--- config.mk ---
export PLATFORM = sky130hd
export DESIGN_NAME = motor_cmd_guard
export DESIGN_NICKNAME = d
export VERILOG_FILES = /design/src/rtl/motor_cmd_guard.sv
export SDC_FILE = /design/constraint.sdc
export NUM_CORES = 1
export LEC_CHECK = 0
export CAP_MARGIN = 15
export CORE_MARGIN = 4
export CORE_UTILIZATION = 50
export CTS_CLUSTER_SIZE = 10
export DETAILED_ROUTE_END_ITERATION = 16
export GPL_TIMING_DRIVEN = 0
export PLACE_DENSITY = 0.77
export REMOVE_ABC_BUFFERS = 1
export SLEW_MARGIN = 10
export SYNTH_ARGS = -nofsm -noshare
export SYNTH_HDL_FRONTEND = slang
export SYNTH_SLANG_ARGS = --single-unit
--- constraint.sdc ---
create_clock -name clk -period 2.2 [get_ports clk]
set_clock_uncertainty 0.05 [all_clocks]
set_input_delay 0.44 -clock clk [delete_from_list [all_inputs] [get_ports clk]]
set_output_delay 0.44 -clock clk [all_outputs]
set_load 0.1 [all_outputs]
--- src/rtl/motor_cmd_guard.sv ---
// -----------------------------------------------------------------------------
// motor_cmd_guard
//
// Safety stage between the SPI frame receiver and the four ESC pulse
// generators. Accepts a 32-bit throttle frame {front, left, right, back} once
// per rising edge of the receiver's frame-complete level. The frame is only
// passed on after an arming sequence of all-zero frames. If no frame arrives
// for TIMEOUT_CYCLES clocks, the block drops into a zero-throttle failsafe.
//
// Optional feature macro: MOTOR_CMD_SLEW_EN
//   defined   : in ARMED each byte rises by at most 1 per slew tick
//               (a tick occurs every SLEW_DIV clocks); decreases stay immediate.
//   undefined : no slew counter; motor_cmd follows the targets one cycle later.
//
// Parameters
//   TIMEOUT_CYCLES : clk cycles without an accepted frame before expiry
//   ARM_FRAMES     : consecutive zero frames needed to arm (1..255)
//   SLEW_DIV       : clk cycles per slew tick
//
// Ports
//   clk        in   system clock
//   reset      in   asynchronous active-low reset, clears all state
//   frame_done in   receiver frame-complete level (asynchronous to clk)
//   frame_data in   [31:0] {front, left, right, back}, stable while frame_done high
//   motor_cmd  out  [31:0] guarded commands, same byte order
//   armed      out  high in ARMED
//   failsafe   out  high in FAILSAFE
//   state      out  [1:0] DISARMED=0, ARMING=1, ARMED=2, FAILSAFE=3
// -----------------------------------------------------------------------------
module motor_cmd_guard #(
  parameter int unsigned TIMEOUT_CYCLES = 32'd4_000_000,
  parameter int unsigned ARM_FRAMES     = 8,
  parameter int unsigned SLEW_DIV       = 32'd40_000
) (
  input  logic        clk,
  input  logic        reset,
  input  logic        frame_done,
  input  logic [31:0] frame_data,
  output logic [31:0] motor_cmd,
  output logic        armed,
  output logic        failsafe,
  output logic [1:0]  state
);

  typedef enum logic [1:0] {
    ST_DISARMED = 2'd0,
    ST_ARMING   = 2'd1,
    ST_ARMED    = 2'd2,
    ST_FAILSAFE = 2'd3
  } state_t;

  localparam logic [31:0] TIMEOUT_LAST = 32'(TIMEOUT_CYCLES - 1);
  localparam logic [7:0]  ARM_TARGET   = 8'(ARM_FRAMES);
  localparam bit          ARM_ONE      = (ARM_FRAMES == 1);

  // ---------------------------------------------------------------------------
  // frame_done synchronizer and rising-edge detector
  // ---------------------------------------------------------------------------
  logic [1:0] sync_reg;
  logic       edge_reg;
  logic       accept;
  logic       frame_zero;

  always_ff @(posedge clk or negedge reset) begin
    if (!reset) begin
      sync_reg <= 2'b00;
      edge_reg <= 1'b0;
    end else begin
      sync_reg <= {sync_reg[0], frame_done};
      edge_reg <= sync_reg[1];
    end
  end

  // Single-cycle acceptance strobe; holding frame_done high gives one strobe.
  assign accept     = sync_reg[1] & ~edge_reg;
  assign frame_zero = (frame_data == 32'd0);

  // ---------------------------------------------------------------------------
  // Frame-loss timer (saturating)
  // ---------------------------------------------------------------------------
  state_t      state_reg, state_next;
  logic [31:0] timer_reg, timer_next;
  logic        expire;

  assign expire = (timer_reg == TIMEOUT_LAST);

  always_comb begin
    timer_next = timer_reg;
    if (accept || state_reg == ST_DISARMED) begin
      timer_next = 32'd0;
    end else if (timer_reg != 32'hFFFF_FFFF) begin
      timer_next = timer_reg + 32'd1;
    end
  end

  // ---------------------------------------------------------------------------
  // Arming / failsafe state machine
  // ---------------------------------------------------------------------------
  logic [7:0]  zero_cnt_reg, zero_cnt_next;
  logic [31:0] target_reg, target_next;

  always_ff @(posedge clk or negedge reset) begin
    if (!reset) begin
      state_reg    <= ST_DISARMED;
      zero_cnt_reg <= 8'd0;
      target_reg   <= 32'd0;
      timer_reg    <= 32'd0;
    end else begin
      state_reg    <= state_next;
      zero_cnt_reg <= zero_cnt_next;
      target_reg   <= target_next;
      timer_reg    <= timer_next;
    end
  end

  always_comb begin
    state_next    = state_reg;
    zero_cnt_next = zero_cnt_reg;
    target_next   = target_reg;
    case (state_reg)
      // FAILSAFE recovers exactly like DISARMED: the first zero frame counts
      // as frame one of a fresh arming sequence.
      ST_DISARMED, ST_FAILSAFE: begin
        if (accept && frame_zero) begin
          target_next = 32'd0;
          if (ARM_ONE) begin
            state_next    = ST_ARMED;
            zero_cnt_next = 8'd0;
          end else begin
            state_next    = ST_ARMING;
            zero_cnt_next = 8'd1;
          end
        end
      end
      ST_ARMING: begin
        if (accept) begin
          if (frame_zero) begin
            if (zero_cnt_reg + 8'd1 >= ARM_TARGET) begin
              state_next    = ST_ARMED;
              zero_cnt_next = 8'd0;
              target_next   = 32'd0;
            end else begin
              zero_cnt_next = zero_cnt_reg + 8'd1;
            end
          end else begin
            state_next    = ST_DISARMED;
            zero_cnt_next = 8'd0;
          end
        end else if (expire) begin
          state_next    = ST_DISARMED;
          zero_cnt_next = 8'd0;
        end
      end
      ST_ARMED: begin
        // A frame arriving on the expiry cycle wins over the timer.
        if (accept) begin
          target_next = frame_data;
        end else if (expire) begin
          state_next  = ST_FAILSAFE;
          target_next = 32'd0;
        end
      end
      default: begin
        state_next    = ST_DISARMED;
        zero_cnt_next = 8'd0;
        target_next   = 32'd0;
      end
    endcase
  end

  // ---------------------------------------------------------------------------
  // Slew tick generator
  // ---------------------------------------------------------------------------
`ifdef MOTOR_CMD_SLEW_EN
  localparam logic [31:0] SLEW_LAST = 32'(SLEW_DIV - 1);

  logic [31:0] slew_cnt_reg, slew_cnt_next;
  logic        slew_tick;

  assign slew_tick = (slew_cnt_reg == SLEW_LAST);

  // Restart the tick phase on ARMED entry so ramps start from a known phase.
  always_comb begin
    slew_cnt_next = slew_cnt_reg + 32'd1;
    if ((state_next == ST_ARMED && state_reg != ST_ARMED) || slew_tick) begin
      slew_cnt_next = 32'd0;
    end
  end

  always_ff @(posedge clk or negedge reset) begin
    if (!reset) begin
      slew_cnt_reg <= 32'd0;
    end else begin
      slew_cnt_reg <= slew_cnt_next;
    end
  end
`else
  logic unused_slew_div;
  assign unused_slew_div = ^SLEW_DIV;
`endif

  // ---------------------------------------------------------------------------
  // Per-byte command output
  // ---------------------------------------------------------------------------
  logic [31:0] motor_cmd_reg, motor_cmd_next;
  logic        drive_en;

  // Outputs are forced to zero on the same edge the FSM leaves ARMED.
  assign drive_en = (state_next == ST_ARMED);

  generate
    for (genvar gi = 0; gi < 4; gi++) begin : g_byte
      logic [7:0] cur;
      logic [7:0] tgt;
      logic [7:0] nxt;

      assign cur = motor_cmd_reg[gi*8 +: 8];
      assign tgt = target_reg[gi*8 +: 8];

`ifdef MOTOR_CMD_SLEW_EN
      // cur < tgt <= 0xFF here, so cur + 1 cannot wrap or overshoot.
      assign nxt = (tgt < cur)               ? tgt :
                   ((tgt > cur) && slew_tick) ? cur + 8'd1 :
                                                cur;
`else
      assign nxt = tgt;
`endif

      assign motor_cmd_next[gi*8 +: 8] = drive_en ? nxt : 8'd0;
    end
  endgenerate

  always_ff @(posedge clk or negedge reset) begin
    if (!reset) begin
      motor_cmd_reg <= 32'd0;
    end else begin
      motor_cmd_reg <= motor_cmd_next;
    end
  end

  assign motor_cmd = motor_cmd_reg;
  assign state     = state_reg;
  assign armed     = (state_reg == ST_ARMED);
  assign failsafe  = (state_reg == ST_FAILSAFE);

endmodule

# Yosys cells after proc, flatten, opt, wreduce, memory -nomap -nowiden
# Index checks and enable logic that the tools add are counted.
[totals]
ff_bits = 109
in_bits = 35
output_inout_bits = 36
[op_classes]
addsub = 2
n_lt_le_gt_ge = 1
eq_ne = 12
mux = 27
bitwise = 2
n_reduce_logical = 9
[op_table]
columns = ["op", "count"]
rows = [
  ["32-bit 2-to-1 mux", 8],
  ["32-bit one-hot mux with 3 select lines", 1],
  ["8-bit 2-to-1 mux", 9],
  ["32-bit by 1-bit adder with 32-bit output, second input constant", 1],
  ["32-bit by 22-bit equality test with 1-bit output, second input constant", 1],
  ["32-bit logical NOT", 1],
  ["32-bit != test, second input constant", 1],
  ["8-bit one-hot mux with 2 select lines", 1],
  ["2-bit 2-to-1 mux", 7],
  ["8-bit by 1-bit adder with 8-bit output, second input constant", 1],
  ["8-bit by 4-bit >= comparator with 1-bit output, second input constant", 1],
  ["2-bit != test, second input constant", 4],
  ["2-bit equality test, second input constant", 3],
  ["2-bit one-hot mux with 3 select lines", 1],
  ["5-bit AND reduction", 1],
  ["2-bit nonzero test", 2],
  ["3-bit by 1-bit != test with 1-bit output, second input constant", 1],
  ["3-bit != test, second input constant", 1],
  ["3-bit AND reduction", 1],
  ["2-bit by 1-bit equality test with 1-bit output, second input constant", 1],
  ["2-bit logical NOT", 1],
  ["2-bit OR reduction", 1],
  ["1-bit AND", 1],
  ["1-bit logical AND", 1],
  ["2 further kinds", 2],
]

# Depth between registers and ports, before layout
# Gate-level depths: netlist (run 1).
[logic_depth]
depth_word = 8
mapped_depth = 9

# Worst setup path before layout (run 1)
# No wires, ideal clock.
[synth_path]
path_type = "flip-flop to flip-flop"
from = "register state_reg[0] (netlist: state[0])"
to = "register motor_cmd_reg[10] (netlist: motor_cmd[10])"
setup_ps = 86
arrival_time_ps = 2896
required_ps = 2064
setup_slack_ps = -832
stages_incl_launch_ff = 10
n_path_buf = 1
cell_sequence = "dfrtp_1 > inv_1 > ha_1 > nor2b_1 > nor3_1 > nand4_1 > o221a_2 > clkbuf_1 > nand2_1 > nor3_1"
[synth_via]
word_cells_on_any_way = 15
classes_between = "eq/ne: 4; mux: 9; reduce/logical: 2"
[synth_lines]
columns = ["element", "line", "source"]
rows = [
  ["start: declaration", "81", "state_t state_reg, state_next;"],
  ["start signal: assignment", "109", "state_reg <= state_next;"],
  ["2-bit equality test", "-", ""],
  ["net armed", "40", "output logic armed,"],
  ["2-bit one-hot mux with 3 select lines", "120", "case (state_reg)"],
  ["2-bit equality test", "209", "assign drive_en = (state_next == ST_ARMED);"],
  ["8-bit 2-to-1 mux", "229", "assign motor_cmd_next[gi*8 +: 8] = drive_en ? nxt : 8'd0;"],
  ["net motor_cmd_next[10]", "205", "logic [31:0] motor_cmd_reg, motor_cmd_next;"],
  ["end signal: assignment", "237", "motor_cmd_reg <= motor_cmd_next;"],
  ["end: declaration", "205", ""],
]
# The timed path passes the listed nets, and every way through them passes these cells.
# A chain may end at the register's enable or synchronous reset.

# Final worst setup path (run 1)
[layout_path]
from = "register zero_cnt_reg[0]"
to = "register state_reg[0] (netlist: state[0])"
[layout_via]
elab_chain_cells = 6
[layout_lines]
columns = ["element", "line", "source"]
rows = [
  ["start: declaration", "99", "logic [7:0] zero_cnt_reg, zero_cnt_next;"],
  ["start signal: assignment", "110", "zero_cnt_reg <= zero_cnt_next;"],
  ["8-bit by 1-bit adder with 8-bit output", "138", "if (zero_cnt_reg + 8'd1 >= ARM_TARGET) begin"],
  ["8-bit by 4-bit >= comparator with 1-bit output", "138", ""],
  ["2-bit 2-to-1 mux", "138", ""],
  ["2-bit 2-to-1 mux", "137", "if (frame_zero) begin"],
  ["2-bit 2-to-1 mux", "136", "if (accept) begin"],
  ["2-bit one-hot mux with 3 select lines", "120", ""],
  ["net state_next[0]", "81", ""],
]
# The timed path passes the listed nets, and every way through them passes these cells.

==> results.toml, run 1 <==
[floorplan]
row_count = 36
dieArea_um2 = 12000
start_util_pct = 52.1
die_w_um = 110
boundaryPins = 71
core_area_um2 = 9910
dieHeight_um = 110

[pwr]
ir_drop_v = 0.000317
p_leak_nw = 3.58
powerDensity_nw_per_um2 = 487

[finish]
fin_util_pct = 72.1
design_area_um2 = 7140
nets = 661
final_common_cell = "dfrtp_1"
antennaDiodeCount = 0
fill_cells = 638
synthToLayoutAreaGrowth_pct = 38.3
mostFrequentLayoutCells = "107 x dfrtp_1, 74 x nand2_1, 52 x dlygate4sd2_1"
drive_above_1_share_pct = 23.0

[placed_design]
dpl_cell_area_um2 = 6000
routabilityCongestion = 0.815
dpl.hpwl_um = 7440
place_ws_ps = -752
portBuffers = 70

[timing]
worstMarginPinSlew_ps = 1160
holdWs_ps = 295
max_clock_freq_ghz = 0.413
fin_ws_ps = -219
slew_violations = 0
period_share_pct = 110
grt_setup_unrepaired = "yes"
final-setup-viol-count = 66
finalHoldViolCount = 0
timing.slew.headroom_pct = 22.9
period_needed_ps = 2420

[clock_tree]
insertion_delay_ps = 390
tritoncts = "done"
cts_max_path_buffers = 2
cts_htree_levels = 3
cts.sinks = 109
numCtsBuffers = 9
cts-root-buf = "clkbuf_8"
clk_pin_slew_worst_paths_ps = 110

[routing]
ant_nets = 0
finalWirelength_um = 14700
vias_per_cell = 5.78
drc = 0
vias = 4379
drt-wirelength-per-cell_um = 19.4
dr.pass1.iters = 5
drtIter0Drc = 389

[worst_setup_path]
critPathMostFrequentCell = "buf_6"
worstPathRequired_ps = 2480
path_max_fanout = 7
crit_slowest_cell = "dfrtp_1"
crit_chain = "ha_4 -> and3_4 -> o21ai_1 -> a211o_1 -> buf_6 -> a211o_4 -> a21oi_4 -> buf_6 -> buf_12 -> nand2b_4"
rr_worst_depth = 10
slowest_delay_ps = 430
endpoint_kind = "register"
criticalPathCategory = "register to register"
cp-start-kind = "register"
cp.arrival_ps = 2700

[synth]
synth_ff_type = "dfrtp_1"
async_reset_ff_share_pct = 100
synth_edf_count = 0
yosysWarnings = 0
seq_area_frac_synth_pct = 52.8
synth_cell_type_count = 45
synth-simple-area-share_pct = 24.7
synth_xor_area_share_pct = 4.41
synth_top_cell_by_area = "dfrtp_1"
synthMuxAreaShare_pct = 6.20
synthAdderAreaFrac_pct = 1.45
synth_top_family_by_area = "simple AND/OR/NAND/NOR gates"
ys_top_cells_by_area = "dfrtp_1 53%, mux2i_1 6.2%, nand2_1 5.4%, inv_1 3.3%, nor3_1 3.1%"
synth_compound_area_share_pct = 4.26
ys_seq_elements = 109
syn_inst = 511
avgSynthCellArea_um2 = 10.1
syn_area_um2 = 5160
netlist.area_leader.share_pct = 52.8

[global_route]
grt_pass1_wl_um = 21900
grtUsageMet1_pct = 31.4
top_usage_layer = "met2"
grtUsageMet2_pct = 39.9
grt_max_degree = 92
grt-ovfl-total = 0
grt_pass1_vias = 4306
grt_use_met3_pct = 3.99
antenna_found_initial = 0
track_usage_pct = 23.9

[worst_hold_path]
hold_path_depth = 3
hold_path_class = "input port to register"

[run_status]
status = "finished with violations"
violations = "setup timing"

[flow_run]
maxCapViolations = 0
[synthesized netlist by cell type (all sizes together) (2+ instances only)]
library cell	count
nor4b	2
inv	45
a31oi	5
nor2b	3
nand4	15
nand3	18
ha	6
or4	3
nor2	37
nor4	19
o21ai	8
xnor2	9
and3	8
and2	8
a211o	4
dfrtp	109
nor3	42
buf	12
nand2b	4
xor2	17
or3	3
clkbuf	10
and4	3
nand2	74
a21oi	5
mux2i	32
[power by group]
| part | switching, mW | total [mW] | internal [mW] | leakage, nW |
|---|---|---|---|---|
| sequential | 0.0345 | 2.06 | 2.03 | 1.33 |
| clock | 0.745 | 1.18 | 0.436 | 0.0843 |
| combinational | 0.122 | 0.228 | 0.107 | 2.16 |
[kinds of logic after synthesis]
logic type	after synthesis
and+or+nand+nor	241
DFF	109
buffers and inverters	67
muxes	32
AOI/OAI and AO/OA	30
xor gates and xnor gates	26
adders and majority gates	6
[layer usage]
layer	vias up	wire length (µm)
met1	2177	5980
met4	0	419
met5	-	0
li1	1964	-
met3	37	952
met2	201	7390
[metrics by stage]
step	setup TNS [ps]	power, mW	instances
floorplan	-87170	2.15	489
finish	-8970	3.47	758
global route	-12280	3.61	758
CTS	-6290	3.46	745
detailed placement	-50470	2.29	697
global placement	-455330	2.27	692
[critical path: cells and delay by family, from the launching register on]
family / cells / cell delay, ps
AND/OR/NAND/NOR: 2 / 310
buffers and inverters: 3 / 440
AO/OA/AOI/OAI: 4 / 940
adder cells (fa/ha/maj): 1 / 180
flip-flops: 1 / 430
[path summary, 6_finish.rpt]
check,endpoint,slack [ps],from
max in group asynchronous,timer_reg[30],1010,reset
min reg2reg,sync_reg[1],310,sync_reg[0]
min,target_reg[23],290,frame_data[23]
max reg2reg,state[0],-220,zero_cnt_reg[0]
max,state[0],-220,zero_cnt_reg[0]
min in group asynchronous,timer_reg[5],400,reset
[what timing repair did]
item	in CTS	in global routing
endpoints found under the setup margin	137	98
resized for setup	124	40
pin swaps	40	22
hold buffers	1	0
gates cloned	7	2
endpoints found under the hold margin	18	0
buffers inserted	25	12
[final cells by class]
class	count	area, µm²	area share (%)
clock buffer	9	124	1.73
clock inverter	7	68.8	0.964
inverter	45	169	2.37
multi-input combinational	336	2530	35.5
sequential	109	2730	38.2
tap	133	166	2.33
timing repair buffer	119	1350	18.9
Power figures use the tool's default switching activity.
==> run 2: changes to the inputs <==
--- a/config.mk
+++ b/config.mk
@@ -13,6 +13,7 @@
 export GPL_TIMING_DRIVEN = 0
 export PLACE_DENSITY = 0.77
 export REMOVE_ABC_BUFFERS = 1
+export SETUP_SLACK_MARGIN = 0.1
 export SLEW_MARGIN = 10
 export SYNTH_ARGS = -nofsm -noshare
 export SYNTH_HDL_FRONTEND = slang
==> run 2 against run 1 <==
The flow still finishes with violations (setup timing). Worst setup slack lost 74 ps. Non-clock buffer count grew 7. Via count grew 3.4%.
==> results.toml, run 2 (synthesis gave the netlist of run 1 again) <==
[clock_tree]
insertion_delay_ps = 390
cts_max_path_buffers = 2
cts-root-buf = "clkbuf_8"
clk_pin_slew_worst_paths_ps = 100
tritoncts = "done"
cts.sinks = 109
numCtsBuffers = 9
cts_htree_levels = 3

[global_route]
top_usage_layer = "met2"
grt_use_met3_pct = 4.82
grtUsageMet2_pct = 39.9
grt_pass1_vias = 4477
track_usage_pct = 24.4
grt_pass1_wl_um = 22400
grt-ovfl-total = 0
antenna_found_initial = 0
grt_max_degree = 92
grtUsageMet1_pct = 31.5

[timing]
slew_violations = 0
timing.slew.headroom_pct = 34.0
fin_ws_ps = -293
finalHoldViolCount = 0
period_needed_ps = 2490
fin_tns_setup_ps = -16090
grt_setup_unrepaired = "yes"
worstMarginPinSlew_ps = 994
final-setup-viol-count = 77
period_share_pct = 113
max_clock_freq_ghz = 0.401

[routing]
finalWirelength_um = 15500
vias = 4529
drtIter0Drc = 489
vias_per_cell = 5.92
drc = 0
dr.pass1.iters = 6
ant_nets = 0
drt-wirelength-per-cell_um = 20.3

[pwr]
total_power_mw = 3.51
switching_share_pct = 26.2
p_int_mw = 2.59
p_clk_share_pct = 34.0
pwr-share-seq_pct = 58.8
powerDensity_nw_per_um2 = 482
ir_drop_v = 0.000313
p_leak_nw = 3.47
combPwrFrac_pct = 7.3
switching_power_mw = 0.919

[run_status]
status = "finished with violations"
violations = "setup timing"

[worst_setup_path]
reg2reg_slack_ps = -270
worstPathRequired_ps = 2430
criticalPathCategory = "input port to register"
endpoint_kind = "register"
cp.arrival_ps = 2720
path_max_fanout = 5
cp-start-kind = "input port"

[worst_hold_path]
hold_path_class = "register to register"

[finish]
fill_cells = 590
multiInputGateArea_um2 = 2610
drive_above_1_share_pct = 26.3
antennaDiodeCount = 0
final_common_cell = "dfrtp_1"
regArea_um2 = 2730
synthToLayoutAreaGrowth_pct = 41.2
mostFrequentLayoutCells = "106 x dfrtp_1, 72 x nand2_1, 43 x inv_1"
nets = 668
design_area_um2 = 7290
stdcell_count = 765

[placed_design]
portBuffers = 70
dpl.hpwl_um = 7440
place_ws_ps = -752
dpl_cell_area_um2 = 6000
routabilityCongestion = 0.815
dpl.cell_count = 697

[floorplan]
dieHeight_um = 110
start_util_pct = 52.1
dieArea_um2 = 12000
core_area_um2 = 9910
row_count = 36
boundaryPins = 71
die_w_um = 110

[flow_run]
maxCapViolations = 0
-- run 2: changes by cell type in the layout (fill, tap and decap cells not counted), moves of 6 or more --
cell | before | now
buf_6 | 7 | 13
clkbuf_2 | 0 | 7
clkdlybuf4s15_1 | 0 | 21
dlygate4sd2_1 | 52 | 23
nor3_1 | 13 | 22
nor3_2 | 23 | 13
-- run 2: critical path, cell delays in order --
cell and delay, ps:
clkdlybuf4s50_1 470, nor4_2 330, and4_4 300, and3_4 240, a31oi_4 110, a211o_4 320, buf_12 150, buf_8 120
buf_16 130, mux2i_1 110
-- run 2: worst paths after layout --
check / from / endpoint / depth (start not counted)
min in group asynchronous: reset / timer_reg[5] / 2
setup / recovery: frame_data[8] / target_reg[28] / 10
max in group asynchronous: reset / timer_reg[31] / 3
hold reg to reg: sync_reg[0] / sync_reg[1] / 0
setup reg to reg: timer_reg[23] / motor_cmd[10] / 9
hold / removal: sync_reg[0] / sync_reg[1] / 0
-- run 2: routing by layer --
layer	wire (µm)	part of all wire, %
met1	6090	39
met2	7730	50
met3	1180	7.6
met4	550	3.5
met5	0	0
-- run 2: final cells by class --
| class | count | area share (%) |
|---|---|---|
| Clock buffer | 9 | 1.70 |
| Clock inverter | 7 | 0.944 |
| Tap cell | 133 | 2.28 |
| Inverter | 45 | 2.32 |
| Timing Repair Buffer | 126 | 19.5 |
| Multi-Input combinational cell | 336 | 35.8 |
| Sequential cell | 109 | 37.5 |
-- run 2: what timing repair did --
item,in CTS,in global routing
hold buffers,1,0
buffers inserted,25,16
setup endpoints to repair,138,132
pin swaps,35,33
gates resized for setup,129,92
cloned,8,1
endpoints found under the hold margin,18,0
-- run 2: power by group through the flow --
stage	clock [mW]	combinational, mW	sequential [mW]
6_report	1.19	0.255	2.06
5_1_grt	1.29	0.279	2.07
4_1_cts	1.19	0.219	2.06
3_5_place_dp	0	0.186	2.10
3_3_place_gp	0	0.174	2.10
2_1_floorplan	0	0.0557	2.09
-- run 2: stage by stage --
step,hold WS [ps],util (%)
after global placement,287,59.3
final,307,73.6
after CTS,310,69.3
after detailed placement,246,60.6
after global routing,316,73.6
after floorplan,94.4,-
